[src/rtl/usb_pd_pkg.sv]
// Shared USB-PD definitions: 4b5b K-codes, ioTRANSMIT type codes and the
// reset transmitter FSM encoding, plus the ordered-set symbol lookup.
package usb_pd_pkg;

    localparam int SYM_BITS    = 5;
    localparam int ORDSET_SYMS = 4;

    localparam logic [SYM_BITS-1:0] SYNC1 = 5'b11000;
    localparam logic [SYM_BITS-1:0] SYNC3 = 5'b00110;
    localparam logic [SYM_BITS-1:0] RST1  = 5'b00111;
    localparam logic [SYM_BITS-1:0] RST2  = 5'b11001;

    localparam logic [2:0] TX_HARD_RESET  = 3'b101;
    localparam logic [2:0] TX_CABLE_RESET = 3'b110;

    typedef enum logic [2:0] {
        ST_IDLE,
        ST_WAIT_IDLE,
        ST_PREAMBLE,
        ST_ORDSET,
        ST_DONE,
        ST_FAIL
    } tx_state_t;

    // Hard Reset: RST-1 x3, RST-2.  Cable Reset: RST-1, Sync-1, RST-1, Sync-3.
    function automatic logic [SYM_BITS-1:0] ordset_sym(input logic [2:0] tx_type,
                                                       input logic [1:0] idx);
        logic [SYM_BITS-1:0] sym;
        if (tx_type == TX_CABLE_RESET) begin
            case (idx)
                2'd1:    sym = SYNC1;
                2'd3:    sym = SYNC3;
                default: sym = RST1;
            endcase
        end else begin
            sym = (idx == 2'd3) ? RST2 : RST1;
        end
        return sym;
    endfunction

endpackage

[src/rtl/pd_sym_serializer.sv]
// Loads one 5-bit K-code and shifts it out LSB first under valid/ready,
// flagging the final bit of the symbol.
module pd_sym_serializer
    import usb_pd_pkg::*;
(
    input  logic                CLK,
    input  logic                reset,
    input  logic                load,
    input  logic [SYM_BITS-1:0] sym,
    input  logic                shift,
    output logic                bit_out,
    output logic                last
);

    logic [SYM_BITS-1:0] shreg;
    logic [2:0]          cnt;

    // NOTE: non-blocking assignments make every register update see the
    // pre-edge values, so statement order inside the block does not matter.
    always_ff @(posedge CLK) begin
        if (!reset) begin
            shreg <= '0;
            cnt   <= '0;
        end else if (load) begin
            shreg <= sym;
            cnt   <= '0;
        end else if (shift) begin
            shreg <= {1'b0, shreg[SYM_BITS-1:1]};
            cnt   <= cnt + 3'd1;
        end
    end

    assign bit_out = shreg[0];
    assign last    = (cnt == 3'(SYM_BITS - 1));

endmodule

[src/rtl/hard_reset_tx.sv]
// TCPC Hard Reset / Cable Reset transmitter: waits for CC idle, then streams
// the alternating preamble and the reset ordered set to the BMC encoder.
module hard_reset_tx
    import usb_pd_pkg::*;
#(
    parameter int PREAMBLE_BITS = 64,
    parameter int IDLE_TIMEOUT  = 1000,
    parameter int TIMER_W       = 16
) (
    input  logic       CLK,
    input  logic       reset,
    input  logic       tx_req,
    input  logic [2:0] tx_type,
    input  logic       cc_busy,
    input  logic       bit_ready,
    output logic       bit_out,
    output logic       bit_valid,
    output logic       PHY_ACK,
    output logic       PHY_Stop_Attempting_Reset,
    output logic       tx_busy
);

    tx_state_t            state_q, state_d;
    logic [TIMER_W-1:0]   timer_q, timer_d;
    logic [2:0]           type_q, type_d;
    logic [1:0]           idx_q, idx_d;

    logic                 accept;
    logic                 ser_load;
    logic                 ser_shift;
    logic                 ser_bit;
    logic                 ser_last;
    logic [SYM_BITS-1:0]  ser_sym;

    assign bit_valid = (state_q == ST_PREAMBLE) || (state_q == ST_ORDSET);
    assign accept    = bit_valid && bit_ready;
    assign ser_shift = accept && (state_q == ST_ORDSET);

    always_ff @(posedge CLK) begin
        if (!reset) begin
            state_q <= ST_IDLE;
            timer_q <= '0;
            type_q  <= '0;
            idx_q   <= '0;
        end else begin
            state_q <= state_d;
            timer_q <= timer_d;
            type_q  <= type_d;
            idx_q   <= idx_d;
        end
    end

    // NOTE: every signal driven here gets a default before the case, so no
    // branch can leave one unassigned and infer a latch.
    always_comb begin
        state_d  = state_q;
        timer_d  = timer_q;
        type_d   = type_q;
        idx_d    = idx_q;
        ser_load = 1'b0;

        case (state_q)
            ST_IDLE: begin
                if (tx_req && (tx_type == TX_HARD_RESET || tx_type == TX_CABLE_RESET)) begin
                    type_d  = tx_type;
                    timer_d = '0;
                    state_d = ST_WAIT_IDLE;
                end
            end
            ST_WAIT_IDLE: begin
                if (!cc_busy) begin
                    timer_d = '0;
                    state_d = ST_PREAMBLE;
                end else if (timer_q == TIMER_W'(IDLE_TIMEOUT - 1)) begin
                    state_d = ST_FAIL;
                end else begin
                    timer_d = timer_q + TIMER_W'(1);
                end
            end
            // The timer doubles as the preamble bit index; its LSB is the bit.
            ST_PREAMBLE: begin
                if (accept) begin
                    if (timer_q == TIMER_W'(PREAMBLE_BITS - 1)) begin
                        idx_d    = '0;
                        ser_load = 1'b1;
                        state_d  = ST_ORDSET;
                    end else begin
                        timer_d = timer_q + TIMER_W'(1);
                    end
                end
            end
            ST_ORDSET: begin
                if (accept && ser_last) begin
                    if (idx_q == 2'(ORDSET_SYMS - 1)) begin
                        state_d = ST_DONE;
                    end else begin
                        idx_d    = idx_q + 2'd1;
                        ser_load = 1'b1;
                    end
                end
            end
            ST_DONE: state_d = ST_IDLE;
            ST_FAIL: state_d = ST_IDLE;
            default: state_d = ST_IDLE;
        endcase

        ser_sym = ordset_sym(type_q, idx_d);
    end

    pd_sym_serializer u_ser (
        .CLK     (CLK),
        .reset   (reset),
        .load    (ser_load),
        .sym     (ser_sym),
        .shift   (ser_shift),
        .bit_out (ser_bit),
        .last    (ser_last)
    );

    assign bit_out = (state_q == ST_PREAMBLE) ? timer_q[0] :
                     (state_q == ST_ORDSET)   ? ser_bit    : 1'b0;
    assign PHY_ACK                   = (state_q == ST_DONE);
    assign PHY_Stop_Attempting_Reset = (state_q == ST_FAIL);
    assign tx_busy                   = (state_q != ST_IDLE);

endmodule

[config.mk]
export PLATFORM = sky130hd
export DESIGN_NAME = hard_reset_tx
export DESIGN_NICKNAME = d
export VERILOG_FILES = /design/src/rtl/usb_pd_pkg.sv /design/src/rtl/pd_sym_serializer.sv /design/src/rtl/hard_reset_tx.sv
export SDC_FILE = /design/constraint.sdc
export NUM_CORES = 1
export LEC_CHECK = 0
export ABC_AREA = 1
export BUFFER_PORTS_ARGS = -buffer_cell sky130_fd_sc_hd__buf_2
export CAP_MARGIN = 0
export CORE_ASPECT_RATIO = 1.1
export CORE_MARGIN = 1
export CORE_UTILIZATION = 50
export DETAILED_ROUTE_END_ITERATION = 10
export HOLD_SLACK_MARGIN = 0.03
export MAX_ROUTING_LAYER = met4
export PLACE_DENSITY = 0.68
export SYNTH_ARGS = -nofsm -noshare
export SYNTH_HDL_FRONTEND = slang
export SYNTH_SLANG_ARGS = --single-unit
[constraint.sdc]
create_clock -name CLK -period 2.85 [get_ports CLK]
set_input_delay 0.285 -clock CLK [delete_from_list [all_inputs] [get_ports CLK]]
set_output_delay 0.285 -clock CLK [all_outputs]
set_load 0.01 [all_outputs]
Word-level counts from Yosys, hierarchy flattened
Index checks and enable logic that the tools add are counted.
- register bits after elaboration: 32
- bits of input ports: 8
- output and inout bits: 5
- word-level logic and storage cells: 77
- add/subtract/negate cells: 3
- equal/unequal tests: 22
- muxes and demuxes: 31
- bitwise operators: 1
- reductions and logical operators: 14
- operators with widths (cell ; count):
    2-to-1 mux 16 bit ; 5
    case mux 16 bit (3 select lines) ; 1
    2-to-1 mux 3 bit ; 7
    2-to-1 mux 5 bit ; 4
    == test 3 bit, second input constant ; 6
    adder 16 x 1 -> 16 bit, second input constant ; 1
    == test 16 x 10 -> 1 bit, second input constant ; 1
    == test 16 x 6 -> 1 bit, second input constant ; 1
    case mux 3 bit (4 select lines) ; 1
    case mux 5 bit (2 select lines) ; 1
    2-to-1 mux 2 bit ; 4
    == test 3 x 2 -> 1 bit, second input constant ; 2
    2-to-1 mux 1 bit ; 6
    inequality test 2 x 1 -> 1 bit, second input constant ; 3
    inequality test 2 bit, second input constant ; 3
    inequality test 3 bit, second input constant ; 2
    AND reduction 6 bit ; 1
    nonzero test 3 bit ; 2
    AND reduction 5 bit ; 1
    == test 2 bit, second input constant ; 2
    logical AND 1 bit ; 4
    case mux 2 bit (2 select lines) ; 1
    adder 3 x 1 -> 3 bit, second input constant ; 1
    == test 3 x 1 -> 1 bit, second input constant ; 1
    9 further kinds ; 10

Depth between registers and ports, before layout
Gate-level depths: netlist (run 1).
- depth in word-level cells: 10
- depth in mapped cells: 13
- mapped depth without buffers: 13

Modules after synthesis
Synthesis (run 1) repeated with hierarchy kept, for this count alone.
- cell total of the unflattened synthesis: 368
- area total of the unflattened synthesis: 2159.6 um^2
- modules (own cells, without submodules) (module ; times used ; cells each ; area each (um^2) ; sequential area each (um^2)):
    hard_reset_tx ; 1 ; 309 ; 1761.7 ; 480.5
    pd_sym_serializer ; 1 ; 59 ; 397.9 ; 160.2

Worst setup path before layout (run 1)
OpenSTA, ideal clock, no wires.
- path kind: register to register
- start: reg timer_q[1]
- end: reg timer_q[5]
- library setup time: 116 ps
- data arrival time: 1476 ps
- required time: 2734 ps
- slack: 1258 ps
- cell stages (with the launch flop): 10
- buffers on the path: 1
- clock period less this slack: 1592 ps
- cells stage by stage: dfxtp_1 > ha_1 > nand3_2 > nor2_4 > nand3_1 > nand3_1 > nor2_4 > buf_6 > a21oi_1 > nor2_1
- cells in the longest elaborated chain, start to end: 4
- elaborated cells between the ends (all ways): 11
- those cells by class: add/sub: 1; eq/ne: 4; mux: 5; reduce/logical: 1
- ends and longest elaborated chain (element ; line ; RTL):
    start: declaration ; hard_reset_tx.sv:24 ; logic [TIMER_W-1:0] timer_q, timer_d;
    start signal: assignment ; hard_reset_tx.sv:47 ; timer_q <= timer_d;
    adder 16 x 1 -> 16 bit ; hard_reset_tx.sv:77, hard_reset_tx.sv:88 ;
    2-to-1 mux 16 bit, on equally long branches ; hard_reset_tx.sv:83, hard_reset_tx.sv:74 ;
    2-to-1 mux 16 bit, on equally long branches ; hard_reset_tx.sv:82, hard_reset_tx.sv:71 ;
    case mux 16 bit (3 select lines) ; hard_reset_tx.sv:62 ; case (state_q)
Parallel ways exist; a longest one is shown, timed or not. The select of a mux whose other input is x is not followed.
A chain may end at the register's enable or synchronous reset.

Worst setup path in the final report (run 1)
- start: reg state_q[0]
- end: reg timer_q[2]
- cells in the longest elaborated chain, start to end: 5
- elaborated cells between the ends (all ways): 13
- those cells by class: eq/ne: 7; mux: 1; reduce/logical: 5
- ends and longest elaborated chain (element ; line ; RTL):
    start: declaration ; hard_reset_tx.sv:23 ; tx_state_t state_q, state_d;
    start signal: assignment ; hard_reset_tx.sv:46 ; state_q <= state_d;
    == test 3 x 2 -> 1 bit, on equally long branches ; hard_reset_tx.sv:35, hard_reset_tx.sv:62 ;
    logical OR 1 bit ; hard_reset_tx.sv:35 ; assign bit_valid = (state_q == ST_PREAMBLE) || (state_q == ST_ORDSET);
    logical AND 1 bit ; hard_reset_tx.sv:36 ; assign accept = bit_valid && bit_ready;
    inequality test 2 bit (no line) ; n/a ;
    AND reduction 5 bit (no line) ; n/a ;
Parallel ways exist; a longest one is shown, timed or not.

==> out/results.ini, run 1 <==
[status]
status=complete, no violations

[clock_network]
cts_tree=built
htree_levels=2
clk_pin_slew_ps=60
cts_resized=0
cts_num_sinks=32
cts_root_buf=clkbuf_8
cts_setup_buffers=0
cts_buffers=5
cts.path.max_buffers=2
ctsHoldBuffers=0
clk-insertion-delay-late_ps=280

[worst_setup_path]
cp_common_cell=nor2_1
reg2reg_to=timer_q[2]$_SDFFE_PN0P_
crit_family=simple AND/OR/NAND/NOR gates
end_kind=flip-flop
slowest_delay_ps=410
worstSetupPathType=flip-flop to flip-flop
cp_num_buf_inv=1
slowest_stage=dfxtp_1
crit_required_ps=3030
cp_data_arrival_time_ps=2080
path_cells=nor2_2 -> nand2_4 -> inv_2 -> nand2_1 -> nand2_2 -> nor2_1 -> nand3_2 -> o21ai_0 -> nor2_1
reg2reg_from=state_q[0]$_SDFFE_PN0P_
path_max_fanout=14
rr_worst_depth=9
reg2reg_slack_ps=950
start_kind=flip-flop

[layout]
fin_area_sq_mm=0.002367
n_antenna_cell=0
finalNetCount=367
synthToLayoutAreaGrowth_pct=7.561
drive_gt1_frac=0.1821

[timing]
slew_headroom=0.4982
hold_viol=0
setup_ws_ps=951.0
finalSetupTns_ps=0
post-route-min-period_ps=1899
period_share=0.6663
drv_slew=0
rsz0062_at_grt=false
setup_viol=0
max_freq_mhz=526.6
skew_ps=1.617
whs_ps=193.7
tightest_slew_ps=751.9

[synth]
synth_top_cells_by_area=dfxtp_1, nand2_1, nand3_1
syn_avg_cell_area_sq_um=6.398
synth_cell_types=32
synth_common_cells=nand2_1, nor2_1, inv_1
synth_top_area_frac=0.2911
synth-main-ff-cell=dfxtp_1
syn_inst=344
yosys.area.top_type=dfxtp_1
async_flop_share=0
synthesis.area_sq_mm=0.002201
syn_nets=355
yosysWarnings=0
synth_edf_count=0
synth.most_common_cell=nand2_1
synth-seq-cells=32
ys_seq_area_frac=0.2911

[power]
switchingPower_mw=0.6342
pwr-share-clk=0.247
vdd_ir_drop_max_mv=0.4372
power_mw=1.468
seq_power_share=0.356
p_sw_frac=0.4319
powerDensity_mw_per_mm2=620.3
p_comb_frac=0.397
internal_power_mw=0.8343
p_leak_nw=0.9418

[floorplanning]
core_sq_mm=0.004084
io-pin-count=13
rows=24
die_y_um=71.59
start_util=0.5389
dieArea_sq_mm=0.004671
die_w_um=65.26

[global_routing]
grt_use_met3=0.05414
grt_remaining_overflow=0
grt_use_total=0.2497
use_met2=0.4044
grtUsageMet1=0.2953
antenna_found_initial=0
grt_pass1_vias=2062
grt_pass1_wl_um=8818
busiest_layer=met2
grt_max_degree=19

[placed_design]
dp_hpwl_um=3726
portBuffers=12
placed_area_sq_mm=0.002277
globalplace.congestion=0.8400
place_worst_setup_slack_ps=958.6

[drt]
ant_nets=0
drc=0
vias=2125
drtPass1Iterations=4
drt_iter0_drc=107
viasPerCell=5.196
wl_per_cell_um=12.10
drt-total-wl_um=4949

[hold_path]
hold_class=input pin to flip-flop
whs_endpoint=type_q[1]$_SDFFE_PN0P_
min_path_cells=2
min_from=tx_type[0]

[job]
timing.max_cap.violations=0

-- power groups by stage --
stage	clock network [mW]	registers (mW)	logic [mW]
3_3_place_gp	0	0.531	0.586
6_report	0.363	0.523	0.583
2_1_floorplan	0	0.526	0.518
5_1_grt	0.398	0.532	0.654
3_5_place_dp	0	0.533	0.586
4_1_cts	0.373	0.523	0.588
-- worst max path at each step --
stage	slack, ps	cells past startpoint	endpoint	from
6_report	950	9	timer_q[2]$_SDFFE_PN0P_	state_q[0]$_SDFFE_PN0P_
3_3_place_gp	980	9	timer_q[0]$_SDFFE_PN0P_	state_q[0]$_SDFFE_PN0P_
3_5_place_dp	960	9	timer_q[2]$_SDFFE_PN0P_	state_q[0]$_SDFFE_PN0P_
4_1_cts	940	9	timer_q[2]$_SDFFE_PN0P_	state_q[0]$_SDFFE_PN0P_
2_1_floorplan	1260	9	timer_q[5]$_SDFFE_PN0P_	timer_q[1]$_SDFFE_PN0P_
5_1_grt	740	9	timer_q[1]$_SDFFE_PN0P_	state_q[0]$_SDFFE_PN0P_
-- layout by cell type (no fill, tap or decap), types with 2 or more instances in the layout --
cell / count
xor2_1: 2
dfxtp_1: 32
nor2_1: 43
nand4_1: 8
a21oi_2: 10
nand2_2: 15
nor3_2: 2
buf_2: 12
nand3_1: 33
nor2_2: 2
nor2_4: 3
inv_1: 35
a21oi_1: 14
clkbuf_8: 6
clkbuf_1: 2
nand3_2: 5
nor3_1: 9
o21ai_0: 22
inv_2: 7
ha_1: 3
o21bai_1: 2
nand2_1: 81
-- kinds of logic (layout without fill, tap and decap cells) --
kind of cell,count (synthesis),count (layout),synth area share
adders and majority gates,3,3,0.01706
buffers and inverters,50,63,0.09551
and+or+nand+nor,206,206,0.4497
DFF,32,32,0.2911
AOI/OAI and AO/OA,50,50,0.1347
xor gates and xnor gates,3,3,0.01194
-- through the flow --
| step | utilization | instances |
|---|---|---|
| final | 0.5797 | 409 |
| after global routing | 0.5797 | 409 |
| after CTS | 0.5797 | 409 |
| after detailed placement | 0.5576 | 401 |
| after global placement | 0.5576 | 401 |
| after floorplan | - | 344 |
-- metal layers --
layer / part of all wire / vias to the layer above
met5: 0 / -
met4: 0.018 / 0
met3: 0.034 / 7
met2: 0.47 / 42
met1: 0.47 / 937
li1: - / 1139
-- cell type report --
cell class                 instances  area, sq um
clock buffer                       8        90.09
timing repair buffer              12        60.06
inverter                          43        161.4
sequential                        32        640.6
multi-input combinational        262         1350
tap                               52        65.06
fill                             415         1717
-- state kept, by name, summed over array words and instances, names as in the netlist --
name and flops:
u_ser.cnt 3, idx_q 2, timer_q 16, state_q 3, u_ser.shreg 5, type_q 3
Power figures use the tool's default switching activity.
==> inputs of run 2 (changes only) <==
Settings changed: ABC_AREA 1 to 0, PLACE_DENSITY 0.68 to 0.71.
Clock period 2.85 ns to 1.55 ns, I/O delays scaled along.
==> out/results.ini, run 2 <==
[synth]
yosysWarnings=0  ; unchanged
yosys-mux-area-fraction=0.02138  ; +0.02138
synth_top_area_frac=0.3420  ; +0.05094
synth_edf_count=0  ; unchanged
synth.most_common_cell=dfxtp_1
ys_seq_area_frac=0.3420  ; +0.05094
synthSimpleGateAreaFrac=0.3206  ; -0.1290
synth_cell_types=61  ; +91%
synth_common_cells=dfxtp_1, nand2_1, nor2_1
synth_xor_area_frac=0.04208  ; +0.03015
yosys.area.top_type=dfxtp_1
synth_top_cells_by_area=dfxtp_1, nand2_1, nor2_1
synth_compound_area_frac=0.2131  ; +0.07836
syn_inst=218  ; -37%
synth-seq-cells=32  ; unchanged
async_flop_share=0  ; unchanged
synth_top_family_by_area=simple AND/OR/NAND/NOR gates
synthesis.area_sq_mm=0.001873  ; -15%
syn_nets=229  ; -35%
yosys.area_share.adder=0.02004  ; +0.002985
synth-main-ff-cell=dfxtp_1
syn_avg_cell_area_sq_um=8.592  ; +34%

[worst_setup_path]
worstSetupPathType=flip-flop to flip-flop
cp_data_arrival_time_ps=2330  ; +250 ps
rr_worst_depth=7  ; -2
start_kind=flip-flop
reg2reg_from=timer_q[1]$_SDFFE_PN0P_
reg2reg_to=timer_q[7]$_SDFFE_PN0P_
path_max_fanout=8  ; -6
critPathCapture=timer_q[7]$_SDFFE_PN0P_
reg2reg_slack_ps=-500  ; -1460 ps
critPathLaunch=timer_q[1]$_SDFFE_PN0P_
end_kind=flip-flop
crit_required_ps=1820  ; -1210 ps

[drt]
drt_iter0_drc=158  ; +48%
dr_wl_met3_um=402  ; +140%
drtPass1Iterations=7  ; +3
vias=2153  ; +1.3%
ant_nets=0  ; unchanged
drt-total-wl_um=6798  ; +37%
drc=0  ; unchanged
wl_per_cell_um=19.48  ; +61%
wl_met1_um=2695  ; +15%
top_layer=met4
route.met2.wl_um=3459  ; +47%
viasPerCell=6.169  ; +19%

[layout]
layout_commonest_cell=buf_4
finalNetCount=311  ; -15%
drive_gt1_frac=0.5017  ; +0.3196
largest_register_ffs=16  ; unchanged
post-route-util=0.8409  ; +0.2613
fin_area_sq_mm=0.002917  ; +23%
n_antenna_cell=0  ; unchanged
top_regs=timer_q x16, u_ser.shreg x5
final_cell_mix=buf_4, nand2_1, dfxtp_1, nor2_1
synthToLayoutAreaGrowth_pct=55.71
regMostFlops=timer_q

[timing]
drv_slew=0  ; unchanged
setup_ws_ps=-504.4  ; -1455 ps
rsz0062_at_grt=true
setup_viol=30  ; +30
hold_viol=0  ; unchanged
max_freq_mhz=486.8  ; -7.6%
tightest_slew_ps=517.5  ; -234.3 ps
finalSetupTns_ps=-10330  ; -10330 ps
post-route-min-period_ps=2054  ; +155.4 ps
period_share=1.325  ; +0.6591
whs_ps=129.9  ; -63.80 ps
skew_ps=15.45  ; +13.83 ps
slew_headroom=0.6525  ; +0.1543

[power]
seq_power_share=0.450  ; +0.094
switchingPower_mw=0.4786  ; -25%
p_leak_nw=1.131  ; +20%
p_comb_frac=0.158  ; -0.239
powerDensity_mw_per_mm2=642.9  ; +3.6%
vdd_ir_drop_max_mv=0.5695  ; +30%
internal_power_mw=1.396  ; +67%
p_sw_frac=0.2552  ; -0.1766
pwr-share-clk=0.392  ; +0.145

[placed_design]
dp_hpwl_um=3907  ; +4.9%
portBuffers=12  ; unchanged
place_worst_setup_slack_ps=-426.5  ; -1385 ps
placed_area_sq_mm=0.002467  ; +8.4%
globalplace.congestion=0.8517  ; +1.4%

[clock_network]
cts_tree=built
cts_num_sinks=32  ; unchanged
ctsHoldBuffers=0  ; unchanged
cts_root_buf=clkbuf_4
clk-insertion-delay-late_ps=350  ; +70 ps
clk_pin_slew_ps=100  ; +40 ps
htree_levels=2  ; unchanged
cts.path.max_buffers=2  ; unchanged
cts_buffers=5  ; unchanged

[global_routing]
grt_pass1_wl_um=9770  ; +11%
grt_use_total=0.3436  ; +0.09381
grt_remaining_overflow=0  ; unchanged
antenna_found_initial=0  ; unchanged
grt_pass1_vias=2139  ; +3.7%
grt_max_degree=16  ; -3

[status]
status=finished, violations left
violations=setup timing

[floorplanning]
dieArea_sq_mm=0.003995  ; -14%
core_sq_mm=0.003468  ; -15%
rows=22  ; -8.3%
io-pin-count=13  ; unchanged
die_w_um=60.36  ; -7.5%
die_y_um=66.19  ; -7.5%
start_util=0.5400  ; +0.001134

[hold_path]
hold_class=input pin to flip-flop

[job]
timing.max_cap.violations=0  ; unchanged

run 2: cell count changes after synthesis, moves of 6 or more:
cell	previous run	this run
nand4_1	8	2
o21ai_1	0	6
inv_1	35	10
o21ai_0	22	6
nor2_1	43	17
inv_2	7	0
a21oi_2	10	0
or4_1	0	6
nand2_2	15	0
or3_1	0	6
nand3_1	33	6
nand2_1	81	23
run 2: timing repair:
action,in CTS,in global routing
gates resized for setup,34,24
cloned,0,1
setup endpoints to repair,35,36
pin swaps,21,14
buffers inserted,9,1
run 2: kinds of logic (layout without fill, tap and decap cells):
kind of cell             Yosys count  count (layout)
buffers and inverters             18             101
flip-flops                        32              32
adder cells (fa/ha/maj)            3               3
XOR/XNOR                           9               9
multiplexers                       4               4
AND/OR/NAND/NOR                   99              99
AO/OA/AOI/OAI                     53              53
run 2: final cells by class:
| type | count | area, sq um |
|---|---|---|
| Clock inverter | 1 | 30.03 |
| Tap cell | 48 | 60.06 |
| Sequential cell | 32 | 654.4 |
| Multi-Input combinational cell | 168 | 1401 |
| Timing Repair Buffer | 83 | 663.1 |
| Fill cell | 191 | 551.8 |
| Inverter | 10 | 42.54 |
| Clock buffer | 7 | 65.06 |
run 2: through the flow:
stage	total power, mW	std cells
6_report	1.875	349
5_1_grt	1.938	349
4_1_cts	1.839	347
3_5_place_dp	1.097	330
3_3_place_gp	1.088	330
2_1_floorplan	0.9724	218
run 2: power groups by stage:
stage / Clock (mW) / Sequential [mW] / Combinational [mW]
after floorplan: 0 / 0.860 / 0.112
after global placement: 0 / 0.858 / 0.230
after detailed placement: 0 / 0.859 / 0.238
after CTS: 0.731 / 0.843 / 0.265
after global routing: 0.783 / 0.845 / 0.311
final: 0.734 / 0.844 / 0.297
run 2: how the worst min path moves through the flow:
stage,startpoint,end,slack [ps],cells after the start
after global routing,tx_type[1],type_q[0]$_SDFFE_PN0P_,120,3
after floorplan,tx_type[1],type_q[0]$_SDFFE_PN0P_,250,1
after detailed placement,u_ser.shreg[4]$_SDFFE_PN0P_,u_ser.shreg[4]$_SDFFE_PN0P_,450,2
final,tx_type[1],type_q[0]$_SDFFE_PN0P_,130,3
after global placement,u_ser.shreg[4]$_SDFFE_PN0P_,u_ser.shreg[4]$_SDFFE_PN0P_,440,2
after CTS,tx_type[1],type_q[0]$_SDFFE_PN0P_,120,3
run 2: layer usage:
| layer | track usage | vias to the layer above |
|---|---|---|
| met3 | 0.07241 | 28 |
| li1 | - | 977 |
| met2 | 0.5783 | 125 |
| met1 | 0.3819 | 1023 |
| met5 | - | - |
| met4 | 0.1570 | 0 |
run 2: critical path: stages, from the launching register on:
cell and delay [ps]:
dfxtp_2 360, ha_4 180, and3b_1 180, nand4_1 170, o2bb2ai_4 130, buf_12 150
or4b_2 650, a21oi_2 160
==> inputs of run 3 (changes only) <==
Settings changed: ABC_CLOCK_PERIOD_IN_PS set to 1990, PLACE_DENSITY 0.71 to 0.68.
Clock period 1.55 ns to 1.99 ns, I/O delays scaled along.
==> out/results.ini, run 3 (synthesis gave the netlist of run 2 again) <==
[status]
status=complete, no violations

[timing]
tightest_slew_ps=443.5  ; -74.04 ps
post-route-min-period_ps=1964  ; -90.17 ps
max_freq_mhz=509.1  ; +4.6%
setup_viol=0  ; -100%
rsz0062_at_grt=true
drv_slew=0  ; unchanged
hold_viol=0  ; unchanged
period_share=0.9871  ; -0.3384
skew_ps=10.82  ; -4.625 ps
whs_ps=46.10  ; -83.78 ps
slew_headroom=0.7022  ; +0.04971
finalSetupTns_ps=0  ; +10330 ps

[layout]
drive_gt1_frac=0.3050  ; -0.1966
fill_cells=293  ; +53%
synthToLayoutAreaGrowth_pct=23.51
finalNetCount=269  ; -14%
post-route-util=0.6670  ; -0.1739
largest_register_ffs=16  ; unchanged
n_antenna_cell=0  ; unchanged
top_regs=timer_q x16, u_ser.shreg x5
final_cell_mix=buf_4, dfxtp_1, nand2_1, nor2_1, buf_2
layout_commonest_cell=buf_4
regMostFlops=timer_q

[drt]
wl_per_cell_um=15.44  ; -21%
drt-total-wl_um=4740  ; -30%
drtPass1Iterations=4  ; -3
ant_nets=0  ; unchanged
drc=0  ; unchanged
drt_iter0_drc=152  ; -3.8%
vias=1817  ; -16%
viasPerCell=5.919  ; -4.1%

[global_routing]
antenna_found_initial=0  ; unchanged
grt_max_degree=18  ; +2
grt_pass1_wl_um=8024  ; -18%
grt_remaining_overflow=0  ; unchanged
grt_use_total=0.2778  ; -0.06573
grt_pass1_vias=1769  ; -17%

[floorplanning]
dieArea_sq_mm=0.003995  ; unchanged
start_util=0.5400  ; unchanged
die_w_um=60.36  ; unchanged
die_y_um=66.19  ; unchanged
io-pin-count=13  ; unchanged
core_sq_mm=0.003468  ; unchanged
rows=22  ; unchanged

[clock_network]
cts_root_buf=clkbuf_4
clk_pin_slew_ps=120  ; +20 ps
cts_buffers=5  ; unchanged
cts_tree=built
htree_levels=2  ; unchanged
clk-insertion-delay-late_ps=350  ; about the same
cts_num_sinks=32  ; unchanged
cts.path.max_buffers=2  ; unchanged

[power]
power_mw=1.202  ; -36%
vdd_ir_drop_max_mv=0.4276  ; -25%
seq_power_share=0.549  ; +0.099
p_sw_frac=0.2972  ; +0.04194
p_comb_frac=0.118  ; -0.040
pwr-share-clk=0.333  ; -0.059
internal_power_mw=0.8446  ; -40%
switchingPower_mw=0.3571  ; -25%
powerDensity_mw_per_mm2=519.4  ; -19%
p_leak_nw=0.8289  ; -27%

[worst_setup_path]
crit_required_ps=2240  ; +420 ps
slowest_stage=or4_4
cp_data_arrival_time_ps=2220  ; -110 ps
path_cells=or4_4 -> nor4_4 -> buf_4 -> o2bb2ai_4 -> buf_12 -> nor4_2 -> o21a_1
start_kind=flip-flop
reg2reg_slack_ps=30  ; +530 ps
slowest_delay_ps=570  ; -80 ps
worstSetupPathType=flip-flop to flip-flop
path_max_fanout=17  ; +9
end_kind=flip-flop

[job]
timing.max_cap.violations=0  ; unchanged

[placed_design]
dp_hpwl_um=3412  ; -13%
globalplace.congestion=0.8314  ; -2.4%
portBuffers=12  ; unchanged

[hold_path]
hold_class=input pin to flip-flop

==> run 3: cell count changes in the layout (fill, tap and decap cells not counted), sizes merged <==
cell      delta
clkinv       +1
clkinvlp     +2
bufinv       -1
clkbuf       -3
buf         -41
==> run 3: path summary, 6_finish.rpt <==
kind / start / end / cells past startpoint
min: tx_type[1] / type_q[0]$_SDFFE_PN0P_ / 2
min reg2reg: u_ser.shreg[4]$_SDFFE_PN0P_ / u_ser.shreg[4]$_SDFFE_PN0P_ / 2
max: timer_q[10]$_SDFFE_PN0P_ / timer_q[2]$_SDFFE_PN0P_ / 7
max reg2reg: timer_q[10]$_SDFFE_PN0P_ / timer_q[2]$_SDFFE_PN0P_ / 7
==> run 3: power groups by stage <==
stage                     Sequential [mW]  Clock [mW]  Combinational, mW
after floorplan                     0.670           0             0.0834
after global placement              0.671           0              0.132
after detailed placement            0.672           0              0.137
after CTS                           0.658       0.408              0.139
after global routing                0.662       0.437              0.158
final                               0.660       0.400              0.142
==> run 3: layout make-up <==
type,instances,area (sq um),share of cell area
Clock inverter,3,23.77,0.01028
Timing Repair Buffer,41,290.3,0.1255
Clock buffer,5,37.54,0.01622
Inverter,10,37.54,0.01622
Multi-Input combinational cell,168,1216,0.5257
Tap cell,48,60.06,0.02596
Sequential cell,32,648.1,0.2802
==> run 3: timing repair <==
item,CTS,global route
buffers inserted,2,4
gates resized for setup,7,10
hold buffers,0,0
endpoints found under the setup margin,11,14
pin swaps,2,8
==> run 3: worst max-delay path, delay by kind of cell, from the launching register on <==
kind / cells / cell delay [ps]
AND/OR/NAND/NOR: 3 / 880
flip-flops: 1 / 350
buffers and inverters: 2 / 340
AO/OA/AOI/OAI: 2 / 290
==> run 3: through the flow <==
| stage | setup WS [ps] | std cells | instance area (sq um) |
|---|---|---|---|
| global placement | -37.90 | 293 | 2127 |
| finish | 25.75 | 307 | 2313 |
| detailed placement | -36.76 | 293 | 2127 |
| global route | -10.77 | 307 | 2313 |
| floorplan | 101.8 | 218 | 1873 |
| CTS | 10.19 | 303 | 2240 |
==> run 3: layer usage <==
metal  track usage  part of all wire  vias to the layer above
met5             -                 0                        -
met4        0.1047             0.018                        0
met3       0.07241             0.054                        8
met2        0.4396              0.48                       41
met1        0.3345              0.45                      872
li1              -                 -                      896
